$ cat config.mk
export PLATFORM = sky130hd
export DESIGN_NAME = rl_ram_1r1w_fifo
export DESIGN_NICKNAME = d
export VERILOG_FILES = /design/src/rtl/rl_fifo_pkg.sv /design/src/rtl/rl_fifo_obuf2.sv /design/src/rtl/rl_ram_1r1w.sv /design/src/rtl/rl_ram_1r1w_fifo.sv
export SDC_FILE = /design/constraint.sdc
export NUM_CORES = 1
export LEC_CHECK = 0
export ABC_CLOCK_PERIOD_IN_PS = 6850
export CORE_AREA = 2 2 207 209
export DETAILED_ROUTE_END_ITERATION = 7
export DIE_AREA = 0 0 209 211
export HOLD_SLACK_MARGIN = 0.05
export PLACE_DENSITY = 0.75
export SYNTH_ARGS = -nofsm -noshare
export SYNTH_HDL_FRONTEND = slang
export SYNTH_SLANG_ARGS = --single-unit
export TNS_END_PERCENT = 30
$ cat constraint.sdc
create_clock -name clk -period 6.85 [get_ports clk]
set_input_delay 1.0275 -clock clk [delete_from_list [all_inputs] [get_ports clk]]
set_output_delay 1.0275 -clock clk [all_outputs]
set_load 0.005 [all_outputs]
$ cat src/rtl/rl_fifo_pkg.sv
// Shared definitions for the RAM-backed FWFT FIFO: output-buffer depth and
// the width of the total-occupancy counter.
package rl_fifo_pkg;

  // Entries held in the registered output buffer behind the RAM.
  localparam int unsigned OBUF_DEPTH = 32'd2;

  // The occupancy counter must hold 0 .. 2**abits + OBUF_DEPTH.
  // 2**abits + 2 is always below 2**(abits+2), so abits+2 bits suffice.
  function automatic int unsigned calc_cnt_bits(input int unsigned abits);
    return abits + 32'd2;
  endfunction

endpackage

$ cat src/rtl/rl_fifo_obuf2.sv
// Two-entry registered output buffer. Absorbs RAM read returns so the
// consumer sees a valid/ready stream whose head is always in a flop.
module rl_fifo_obuf2
  import rl_fifo_pkg::*;
#(
  parameter int DBITS = 32
) (
  input  logic             clk,
  input  logic             rstn,
  input  logic             clr,
  input  logic             load,
  input  logic [DBITS-1:0] load_data,
  input  logic             pop,
  output logic [1:0]       buf_cnt,
  output logic [DBITS-1:0] m_data,
  output logic             m_valid
);

  localparam logic [1:0] FULL_CNT = 2'(OBUF_DEPTH);

  logic [1:0]       cnt_r, cnt_nxt_s;
  logic [DBITS-1:0] head_r, head_nxt_s;
  logic [DBITS-1:0] tail_r, tail_nxt_s;
  logic             m_valid_r;
  logic             pop_s;

  assign pop_s = pop & (cnt_r != 2'd0);

  // Next-state of the buffer: head always holds the oldest entry.
  always_comb begin
    cnt_nxt_s  = cnt_r;
    head_nxt_s = head_r;
    tail_nxt_s = tail_r;
    if (clr) begin
      cnt_nxt_s = 2'd0;
    end else begin
      case ({load, pop_s})
        2'b10: begin
          if (cnt_r == 2'd0) begin
            head_nxt_s = load_data;
            cnt_nxt_s  = 2'd1;
          end else if (cnt_r != FULL_CNT) begin
            tail_nxt_s = load_data;
            cnt_nxt_s  = FULL_CNT;
          end else begin
            // Read issue never lets a return land on a full buffer.
            cnt_nxt_s = cnt_r;
          end
        end
        2'b01: begin
          head_nxt_s = tail_r;
          cnt_nxt_s  = cnt_r - 2'd1;
        end
        2'b11: begin
          if (cnt_r == 2'd1) begin
            head_nxt_s = load_data;
          end else begin
            head_nxt_s = tail_r;
            tail_nxt_s = load_data;
          end
        end
        default: begin
          cnt_nxt_s = cnt_r;
        end
      endcase
    end
  end

  // Buffer registers; m_valid is registered from the next count.
  always_ff @(posedge clk or negedge rstn) begin
    if (!rstn) begin
      cnt_r     <= 2'd0;
      head_r    <= {DBITS{1'b0}};
      tail_r    <= {DBITS{1'b0}};
      m_valid_r <= 1'b0;
    end else begin
      cnt_r     <= cnt_nxt_s;
      head_r    <= head_nxt_s;
      tail_r    <= tail_nxt_s;
      m_valid_r <= (cnt_nxt_s != 2'd0);
    end
  end

  assign buf_cnt = cnt_r;
  assign m_data  = head_r;
  assign m_valid = m_valid_r;

endmodule

$ cat src/rtl/rl_ram_1r1w.sv
// Technology-independent 1R1W RAM: byte-enabled synchronous write,
// synchronous read with one cycle of latency. Contents are not reset.
module rl_ram_1r1w #(
  parameter int ABITS = 4,
  parameter int DBITS = 32,
  localparam int BEBITS = (DBITS + 7) / 8
) (
  input  logic              clk,
  input  logic              we,
  input  logic [ABITS-1:0]  waddr,
  input  logic [DBITS-1:0]  din,
  input  logic [BEBITS-1:0] be,
  input  logic              re,
  input  logic [ABITS-1:0]  raddr,
  output logic [DBITS-1:0]  dout
);

  logic [DBITS-1:0] mem_r [2**ABITS];
  logic [DBITS-1:0] bit_en_s;

  // Expand byte enables to a per-bit write mask.
  for (genvar gi = 0; gi < DBITS; gi++) begin : g_bit_en
    assign bit_en_s[gi] = be[gi/8];
  end

  // Write port: update only the enabled bits of the addressed word.
  always_ff @(posedge clk) begin
    if (we) begin
      for (int i = 0; i < DBITS; i++) begin
        if (bit_en_s[i]) begin
          mem_r[waddr][i] <= din[i];
        end
      end
    end
  end

  // Read port: registered data, valid the cycle after re.
  always_ff @(posedge clk) begin
    if (re) begin
      dout <= mem_r[raddr];
    end
  end

endmodule

$ cat src/rtl/rl_ram_1r1w_fifo.sv
// First-word-fall-through FIFO backed by a 1R1W RAM. The RAM's one-cycle
// read latency is hidden by a two-entry output buffer, giving a capacity of
// DEPTH+2 and one push plus one pop per cycle.
module rl_ram_1r1w_fifo
  import rl_fifo_pkg::*;
#(
  parameter int ABITS     = 4,
  parameter int DBITS     = 32,
  parameter int AFULL_LVL = 2**ABITS - 2,
  localparam int CNT_BITS = calc_cnt_bits(ABITS)
) (
  input  logic                clk,
  input  logic                rstn,
  input  logic                clr,
  input  logic [DBITS-1:0]    s_data,
  input  logic                s_valid,
  output logic                s_ready,
  output logic [DBITS-1:0]    m_data,
  output logic                m_valid,
  input  logic                m_ready,
  output logic [CNT_BITS-1:0] count,
  output logic                almost_full
);

  localparam int BEBITS = (DBITS + 7) / 8;
  localparam logic [ABITS:0] DEPTH_CNT = {1'b1, {ABITS{1'b0}}};

  logic [ABITS-1:0]    wr_ptr_r, rd_ptr_r;
  logic [ABITS:0]      ram_cnt_r;
  logic                inflight_r;
  logic                almost_full_r;
  logic                push_s, pop_s, rd_issue_s;
  logic                ram_re_s;
  logic [1:0]          buf_cnt_s;
  logic [2:0]          buf_occ_s;
  logic [DBITS-1:0]    ram_dout_s;
  logic [CNT_BITS-1:0] count_s, count_nxt_s;

  // Flow control depends on registered state only, never on m_ready.
  assign s_ready    = (ram_cnt_r != DEPTH_CNT);
  assign push_s     = s_valid & s_ready & ~clr;
  assign pop_s      = m_valid & m_ready & ~clr;
  // Buffer slots that will be taken once the pending return lands.
  assign buf_occ_s  = {1'b0, buf_cnt_s} + {2'b00, inflight_r} - {2'b00, pop_s};
  assign rd_issue_s = (ram_cnt_r != {(ABITS+1){1'b0}}) & (buf_occ_s < 3'd2) & ~clr;
  assign ram_re_s   = rd_issue_s;

  assign count_s = CNT_BITS'(ram_cnt_r) + CNT_BITS'(inflight_r) + CNT_BITS'(buf_cnt_s);
  assign count   = count_s;

  // Occupancy after this edge, used to register almost_full.
  always_comb begin
    if (clr) begin
      count_nxt_s = {CNT_BITS{1'b0}};
    end else begin
      count_nxt_s = count_s + CNT_BITS'(push_s) - CNT_BITS'(pop_s);
    end
  end

  // RAM pointers, RAM occupancy and the read-in-flight flag.
  always_ff @(posedge clk or negedge rstn) begin
    if (!rstn) begin
      wr_ptr_r   <= {ABITS{1'b0}};
      rd_ptr_r   <= {ABITS{1'b0}};
      ram_cnt_r  <= {(ABITS+1){1'b0}};
      inflight_r <= 1'b0;
    end else if (clr) begin
      wr_ptr_r   <= {ABITS{1'b0}};
      rd_ptr_r   <= {ABITS{1'b0}};
      ram_cnt_r  <= {(ABITS+1){1'b0}};
      inflight_r <= 1'b0;
    end else begin
      if (push_s) begin
        wr_ptr_r <= wr_ptr_r + {{(ABITS-1){1'b0}}, 1'b1};
      end
      if (rd_issue_s) begin
        rd_ptr_r <= rd_ptr_r + {{(ABITS-1){1'b0}}, 1'b1};
      end
      inflight_r <= rd_issue_s;
      case ({push_s, rd_issue_s})
        2'b10:   ram_cnt_r <= ram_cnt_r + {{ABITS{1'b0}}, 1'b1};
        2'b01:   ram_cnt_r <= ram_cnt_r - {{ABITS{1'b0}}, 1'b1};
        default: ram_cnt_r <= ram_cnt_r;
      endcase
    end
  end

  // almost_full tracks the occupancy that will hold after this edge.
  always_ff @(posedge clk or negedge rstn) begin
    if (!rstn) begin
      almost_full_r <= 1'b0;
    end else begin
      almost_full_r <= (count_nxt_s >= CNT_BITS'(AFULL_LVL));
    end
  end

  assign almost_full = almost_full_r;

  rl_ram_1r1w #(
    .ABITS (ABITS),
    .DBITS (DBITS)
  ) u_ram (
    .clk   (clk),
    .we    (push_s),
    .waddr (wr_ptr_r),
    .din   (s_data),
    .be    ({BEBITS{1'b1}}),
    .re    (ram_re_s),
    .raddr (rd_ptr_r),
    .dout  (ram_dout_s)
  );

  rl_fifo_obuf2 #(
    .DBITS (DBITS)
  ) u_obuf (
    .clk       (clk),
    .rstn      (rstn),
    .clr       (clr),
    .load      (inflight_r),
    .load_data (ram_dout_s),
    .pop       (pop_s),
    .buf_cnt   (buf_cnt_s),
    .m_data    (m_data),
    .m_valid   (m_valid)
  );

endmodule

==> results of run 1 <==
[cell type report]
type / count / area (µm²)
Inverter: 22 / 82.58
Tap cell: 539 / 674.4
Fill cell: 2689 / 13690
Clock buffer: 75 / 1567
Multi-Input combinational cell: 673 / 6105
Timing Repair Buffer: 109 / 1021
Clock inverter: 31 / 225.2
Antenna cell: 1 / 2.502
Sequential cell: 626 / 18400
[path summary, 6_finish.rpt]
kind	slack (ps)	to	start	depth (start not counted)
max	2230	ram_cnt_r[4]$_DFFE_PN0P_	clr	17
min	250	u_obuf.m_data[4]$_DFFE_PN0P_	rstn	1
max reg2reg	2960	ram_cnt_r[4]$_DFFE_PN0P_	u_obuf.m_valid$_DFF_PN0_	16
min reg2reg	510	u_obuf.tail_r[3]$_DFFE_PN0P_	u_obuf.tail_r[3]$_DFFE_PN0P_	1
max in group asynchronous	5380	rd_ptr_r[1]$_DFFE_PN0P_	rstn	2
min in group clk	510	u_obuf.tail_r[3]$_DFFE_PN0P_	u_obuf.tail_r[3]$_DFFE_PN0P_	1
[stage by stage]
stage	instances	total power, mW	cell area, µm²
finish	2076	10.13	28070
global route	2075	10.57	28070
CTS	2075	10.20	28070
detailed placement	1969	7.163	26280
global placement	1969	7.080	26280
floorplan	1397	6.389	24740
[flip-flops by register name (all words and copies together), names as in the netlist]
register	count
u_obuf.tail_r	32
ram_cnt_r	5
u_obuf.m_valid	1
u_ram.dout	32
rd_ptr_r	4
inflight_r	1
almost_full	1
wr_ptr_r	4
u_ram.mem_r	512
u_obuf.m_data	32
u_obuf.buf_cnt	2
[worst max-delay path: cells and delay by family]
| family | cells | cell delay (ps) |
|---|---|---|
| and+or+nand+nor | 8 | 1430 |
| adders and majority gates | 3 | 970 |
| buffers and inverters | 3 | 890 |
| AOI/OAI and AO/OA | 2 | 460 |
| xor gates and xnor gates | 1 | 340 |
[synthesized netlist by cell type, types with 3 or more instances]
cell and n:
clkbuf_1 50, buf_2 20, xor2_1 7, buf_1 5, edfxtp_1 544, mux2_1 3
a21oi_1 76, a22oi_1 66, o21ai_0 68, nor3_1 9, ha_1 22, xnor2_1 7
nand2_1 52, mux2_2 64, nor2b_1 5, fa_1 5, a221oi_1 32, mux2i_1 97
o211ai_1 4, dfrtp_1 82, mux4_2 64, inv_1 20, nand2b_1 3, nor2_1 60
[where the power goes]
group,leakage (nW),internal (mW),switching (mW)
Sequential,5.88,4.57,0.284
Combinational,2.60,1.13,1.10
Clock,0.876,1.72,1.33
Total,9.35,7.42,2.71
[cells in the final DEF (no fill, tap or decap), drive strengths merged, types with 3 or more instances in the layout]
| cell | instances |
|---|---|
| nand2 | 52 |
| xnor2 | 7 |
| inv | 23 |
| clkdlybuf4s50 | 76 |
| edfxtp | 544 |
| nor2b | 5 |
| o211ai | 4 |
| dfrtp | 82 |
| a221oi | 32 |
| bufinv | 3 |
| nor2 | 60 |
| nor3 | 9 |
| fa | 5 |
| a21oi | 77 |
| o21ai | 69 |
| clkinv | 25 |
| clkbuf | 75 |
| xor2 | 8 |
| mux2i | 97 |
| a21boi | 3 |
| buf | 33 |
| a22oi | 66 |
| ha | 22 |
| mux2 | 67 |
| nand2b | 3 |
| mux4 | 64 |
[cells by family (layout without fill, tap and decap cells)]
logic type,after synthesis,in the layout
AO/OA/AOI/OAI,261,261
AND/OR/NAND/NOR,140,140
multiplexers,228,228
XOR/XNOR,15,15
buffers and inverters,98,237
other,0,1
flip-flops,626,626
adder cells (fa/ha/maj),29,29
[routing by layer]
metal,up-vias,wire [µm],track usage,share of wire
li1,5729,-,-,-
met3,105,3349,0.04178,0.065
met1,6642,21530,0.3252,0.42
met5,-,29,0,0.00056
met4,4,1295,0.07611,0.025
met2,455,25130,0.3949,0.49
==> flow_metrics.py, run 1 <==
metrics = {
    "die": {
        "num_rows": 75,
        "die_y_um": 211,
        "die-area_um2": 44100,
        "initial_utilization": 0.5923,
        "die_width_um": 209,
        "core_area_um2": 41760,
        "ios": 78,
    },
    "detailed_routing": {
        "wirelength_um": 51330,
        "viasPerCell": 6.231,
        "vias": 12940,
        "dr.pass1.iters": 5,
        "routedWlPerCell_um": 24.72,
        "antenna_left": 0,
        "first_iter_violations": 1417,
        "drc_errors": 0,
    },
    "clocking": {
        "clkSlewWorstSetupHoldPaths_ps": 60,
        "cts_setup_buffers": 0,
        "postCtsHoldBufs": 0,
        "ctsResizeCount": 0,
        "worstSkewPairLatency_ps": 610,
        "clockBufferDepth": 3,
        "cts_made_buffers": 59,
        "cts_sinks": 626,
        "cts_tree": "built",
        "root_buffer": "clkbuf_16",
        "htreeDepth": 2,
    },
    "timing": {
        "slew_viol_final": 0,
        "worstMarginPinSlew_ps": 1154,
        "finalCriticalPeriod_ps": 4625,
        "fmaxAchievable_mhz": 216.2,
        "rsz0062_at_grt": "false",
        "period_share": 0.6751,
        "final.setup_skew_ps": 23.31,
        "relSlewSlack": 0.2305,
        "hold_viol_final": 0,
        "tns_ps": 0,
        "timing.hold.ws_ps": 247.9,
        "setup_viol": 0,
        "setup_slack_ps": 2225,
    },
    "setup_path": {
        "setup.worst_path.class": "input pin to flip-flop",
        "critical_path.max_fanout": 24,
        "crit_path_end_kind": "flip-flop",
        "crit_top_cell": "ha_1",
        "crit_path_top_delay_cell": "clkdlybuf4s50_1",
        "start_kind": "input pin",
        "crit_chain": "clkdlybuf4s50_1 -> buf_4 -> nor2_1 -> ha_1 -> nand2b_1 -> fa_1 -> xnor2_1 -> o211ai_1 -> nor2_4 -> nand2_1 -> inv_1 -> ha_1 -> nor2b_1 -> o21a_1 -> or4_1 -> and3_1 -> nor3_1",
        "cp.arrival_ps": 5130,
        "slowest_delay_ps": 450,
        "crit_required_ps": 7360,
    },
    "layout": {
        "fin_util": 0.6723,
        "drive_gt1_frac": 0.1777,
        "nets": 1555,
        "syn_to_final_growth_pct": 13.50,
    },
    "global_route": {
        "grt_pass1_wl_um": 78100,
        "antenna_found_initial": 3,
        "grt_pass1_vias": 13030,
        "overflow": 0,
        "grt_max_degree": 110,
        "grtUsageTotal": 0.2377,
    },
    "synthesis": {
        "synth_seq_cells": 626,
        "synth_cell_type_count": 49,
        "synth_adder_area_share": 0.01604,
        "synth_top_family_by_area": "multiplexers",
        "synth_edf_count": 544,
        "synth.net_count": 1461,
        "ys_warn_count": 0,
        "seq_area_frac_synth": 0.7434,
        "synth_area_leaders": "edfxtp_1 66%, dfrtp_1 8.3%, mux4_2 5.8%",
        "synth_largest_area_cell": "edfxtp_1",
        "netlist_area_um2": 24730,
        "syn_avg_cell_area_um2": 17.71,
        "synth_top_area_frac": 0.6604,
        "ys.flop_type": "edfxtp_1",
        "synth_compound_area_frac": 0.06687,
        "muxShareOfSynthArea": 0.1280,
        "synth-xor-area-share": 0.005615,
        "syn_inst": 1397,
        "synth_simple_gate_area_frac": 0.02403,
        "async_reset_ff_frac": 0.1310,
    },
    "status": {
        "status": "complete, no violations",
    },
    "place": {
        "globalplace.congestion": 0.7963,
        "portBuffers": 77,
        "pre_cts_ws_ps": 1695,
        "dp.final_hpwl_um": 27510,
    },
    "min_path": {
        "hold_path.class": "input pin to asynchronous set/reset pin",
    },
    "pwr": {
        "p_per_area_nw_per_um2": 360.8,
        "leakagePower_nw": 9.353,
        "ir_drop_uv": 248.2,
    },
    "run": {
        "max_cap_viol_count": 0,
    },
}
No activity file was read; power rests on OpenSTA's default activity.
==> inputs of run 2 (changes only) <==
- ABC_CLOCK_PERIOD_IN_PS: 6850 -> 3800
- CORE_AREA: 2 2 207 209 -> 2 2 216 218
- DIE_AREA: 0 0 209 211 -> 0 0 218 220
- PLACE_DENSITY: 0.75 -> 0.73
- clock period: 6.85 -> 3.8 ns (I/O delays scaled with it)
==> flow_metrics.py, run 2 (synthesis results as in run 1) <==
metrics = {
    "layout": {
        "fillers": 3231,
        "final_common_cell": "edfxtp_1",
        "drive_gt1_frac": 0.1953,
        "final_cell_mix": "544 x edfxtp_1, 96 x mux2i_1, 77 x dfrtp_1, 76 x clkdlybuf4s50_1, 75 x a21oi_1",
        "largest-register": "u_ram.mem_r",
        "largest_register_ffs": 512,
        "syn_to_final_growth_pct": 15.57,
        "nets": 1585,
        "multi_input_area_um2": 6156,
        "regArea_um2": 18400,
        "fin_cells": 2176,
    },
    "global_route": {
        "overflow": 0,
        "grt_max_degree": 83,
        "grt_pass1_wl_um": 77780,
        "grt_pass1_vias": 13100,
        "grtUsageTotal": 0.2187,
        "antenna_found_initial": 6,
    },
    "detailed_routing": {
        "antenna_left": 0,
        "first_iter_violations": 1227,
        "viasPerCell": 5.975,
        "routedWlPerCell_um": 23.52,
        "dr.pass1.iters": 5,
        "drc_errors": 0,
        "vias": 13000,
        "wirelength_um": 51180,
    },
    "timing": {
        "period_share": 0.9589,
        "fmaxAchievable_mhz": 274.4,
        "final.setup_skew_ps": 22.34,
        "worstMarginPinSlew_ps": 1038,
        "tns_ps": 0,
        "relSlewSlack": 0.3083,
        "slew_viol_final": 0,
        "rsz0062_at_grt": "false",
        "setup_viol": 0,
        "finalCriticalPeriod_ps": 3644,
        "hold_viol_final": 0,
    },
    "setup_path": {
        "crit_path_end_kind": "output pin",
        "ff2ff_setup_slack_ps": 510,
        "crit_required_ps": 3230,
        "critical_path.max_fanout": 6,
        "cp.arrival_ps": 3070,
        "worstRegToRegCells": 14,
        "start_kind": "flip-flop",
        "setup.worst_path.class": "flip-flop to output pin",
    },
    "status": {
        "status": "complete, no violations",
    },
    "clocking": {
        "clockBufferDepth": 3,
        "clkSlewWorstSetupHoldPaths_ps": 60,
        "cts_made_buffers": 60,
        "cts_sinks": 626,
        "htreeDepth": 2,
        "postCtsHoldBufs": 0,
        "cts_tree": "built",
        "root_buffer": "clkbuf_16",
        "worstSkewPairLatency_ps": 620,
    },
    "die": {
        "ios": 78,
        "initial_utilization": 0.5393,
        "core_area_um2": 45860,
        "die_y_um": 220,
        "die_width_um": 218,
        "die-area_um2": 47960,
        "num_rows": 79,
    },
    "place": {
        "portBuffers": 77,
        "placed_cells": 2066,
        "dp.final_hpwl_um": 29650,
        "globalplace.congestion": 0.7991,
    },
    "pwr": {
        "leakagePower_nw": 9.534,
        "p_per_area_nw_per_um2": 646.0,
        "ir_drop_uv": 413.1,
    },
    "min_path": {
        "hold_path.class": "input pin to asynchronous set/reset pin",
    },
    "run": {
        "max_cap_viol_count": 0,
    },
}
run 2: changes by cell type in the layout (fill, tap and decap cells not counted), moves of 3 or more:
cell,before,now
buf_12,1,12
dfrtp_2,1,4
buf_4,32,50
clkinv_1,14,11
clkinv_2,10,3
clkbuf_1,13,25
run 2: path summary, 6_finish.rpt:
path	to	from
worst min-delay path	almost_full$_DFF_PN0_	rstn
max in group asynchronous	rd_ptr_r[0]$_DFFE_PN0P_	rstn
worst max register to register	ram_cnt_r[4]$_DFFE_PN0P_	u_obuf.buf_cnt[0]$_DFF_PN0_
worst min register to register	u_obuf.tail_r[2]$_DFFE_PN0P_	u_obuf.tail_r[2]$_DFFE_PN0P_
min in group clk	u_obuf.tail_r[2]$_DFFE_PN0P_	u_obuf.tail_r[2]$_DFFE_PN0P_
worst max-delay path	count[4]	ram_cnt_r[0]$_DFFE_PN0P_
run 2: worst max-delay path, cell delays in order, from the launching register on:
cell	delay, ps
dfrtp_2	410
inv_1	110
fa_1	480
fa_1	450
nor2b_2	170
nand2_1	110
xnor2_2	150
inv_1	60
clkdlybuf4s50_1	500
run 2: what timing repair did:
item                       CTS  global route
setup endpoints to repair    1             1
setup buffers                0             0
gates resized for setup      2             2
run 2: routing by layer:
layer / vias to the layer above / global-route usage / part of all wire
li1: 5796 / - / -
met1: 6671 / 0.3081 / 0.43
met2: 446 / 0.3542 / 0.49
met3: 85 / 0.04334 / 0.069
met4: 4 / 0.05510 / 0.020
met5: - / 0 / 0.00061
run 2: per-stage QoR:
stage               utilization  hold WS, ps  total power [mW]  setup slack (ps)  cell area (µm²)
floorplan                     -        274.4             11.55            -498.7            24830
global placement         0.5834        488.7             12.95            -120.3            26760
detailed placement       0.5834        494.2             13.07            -144.8            26760
CTS                      0.6230        157.1             18.60             31.34            28570
global route             0.6233        179.5             19.32             4.984            28580
finish                   0.6233        93.39             18.47             156.1            28590
run 2: report_power, final:
group | switching [mW] | total, mW | internal (mW)
combinational | 2.15 | 4.31 | 2.16
sequential | 0.379 | 8.62 | 8.24
clock | 2.42 | 5.54 | 3.11
run 2: final cells by class:
type	instances	area share
timing repair buffer	138	0.04814
clock buffer	87	0.05716
antenna	2	0.0001751
tap	607	0.02657
clock inverter	21	0.006215
inverter	22	0.002889
multi-input combinational	673	0.2153
sequential	626	0.6435
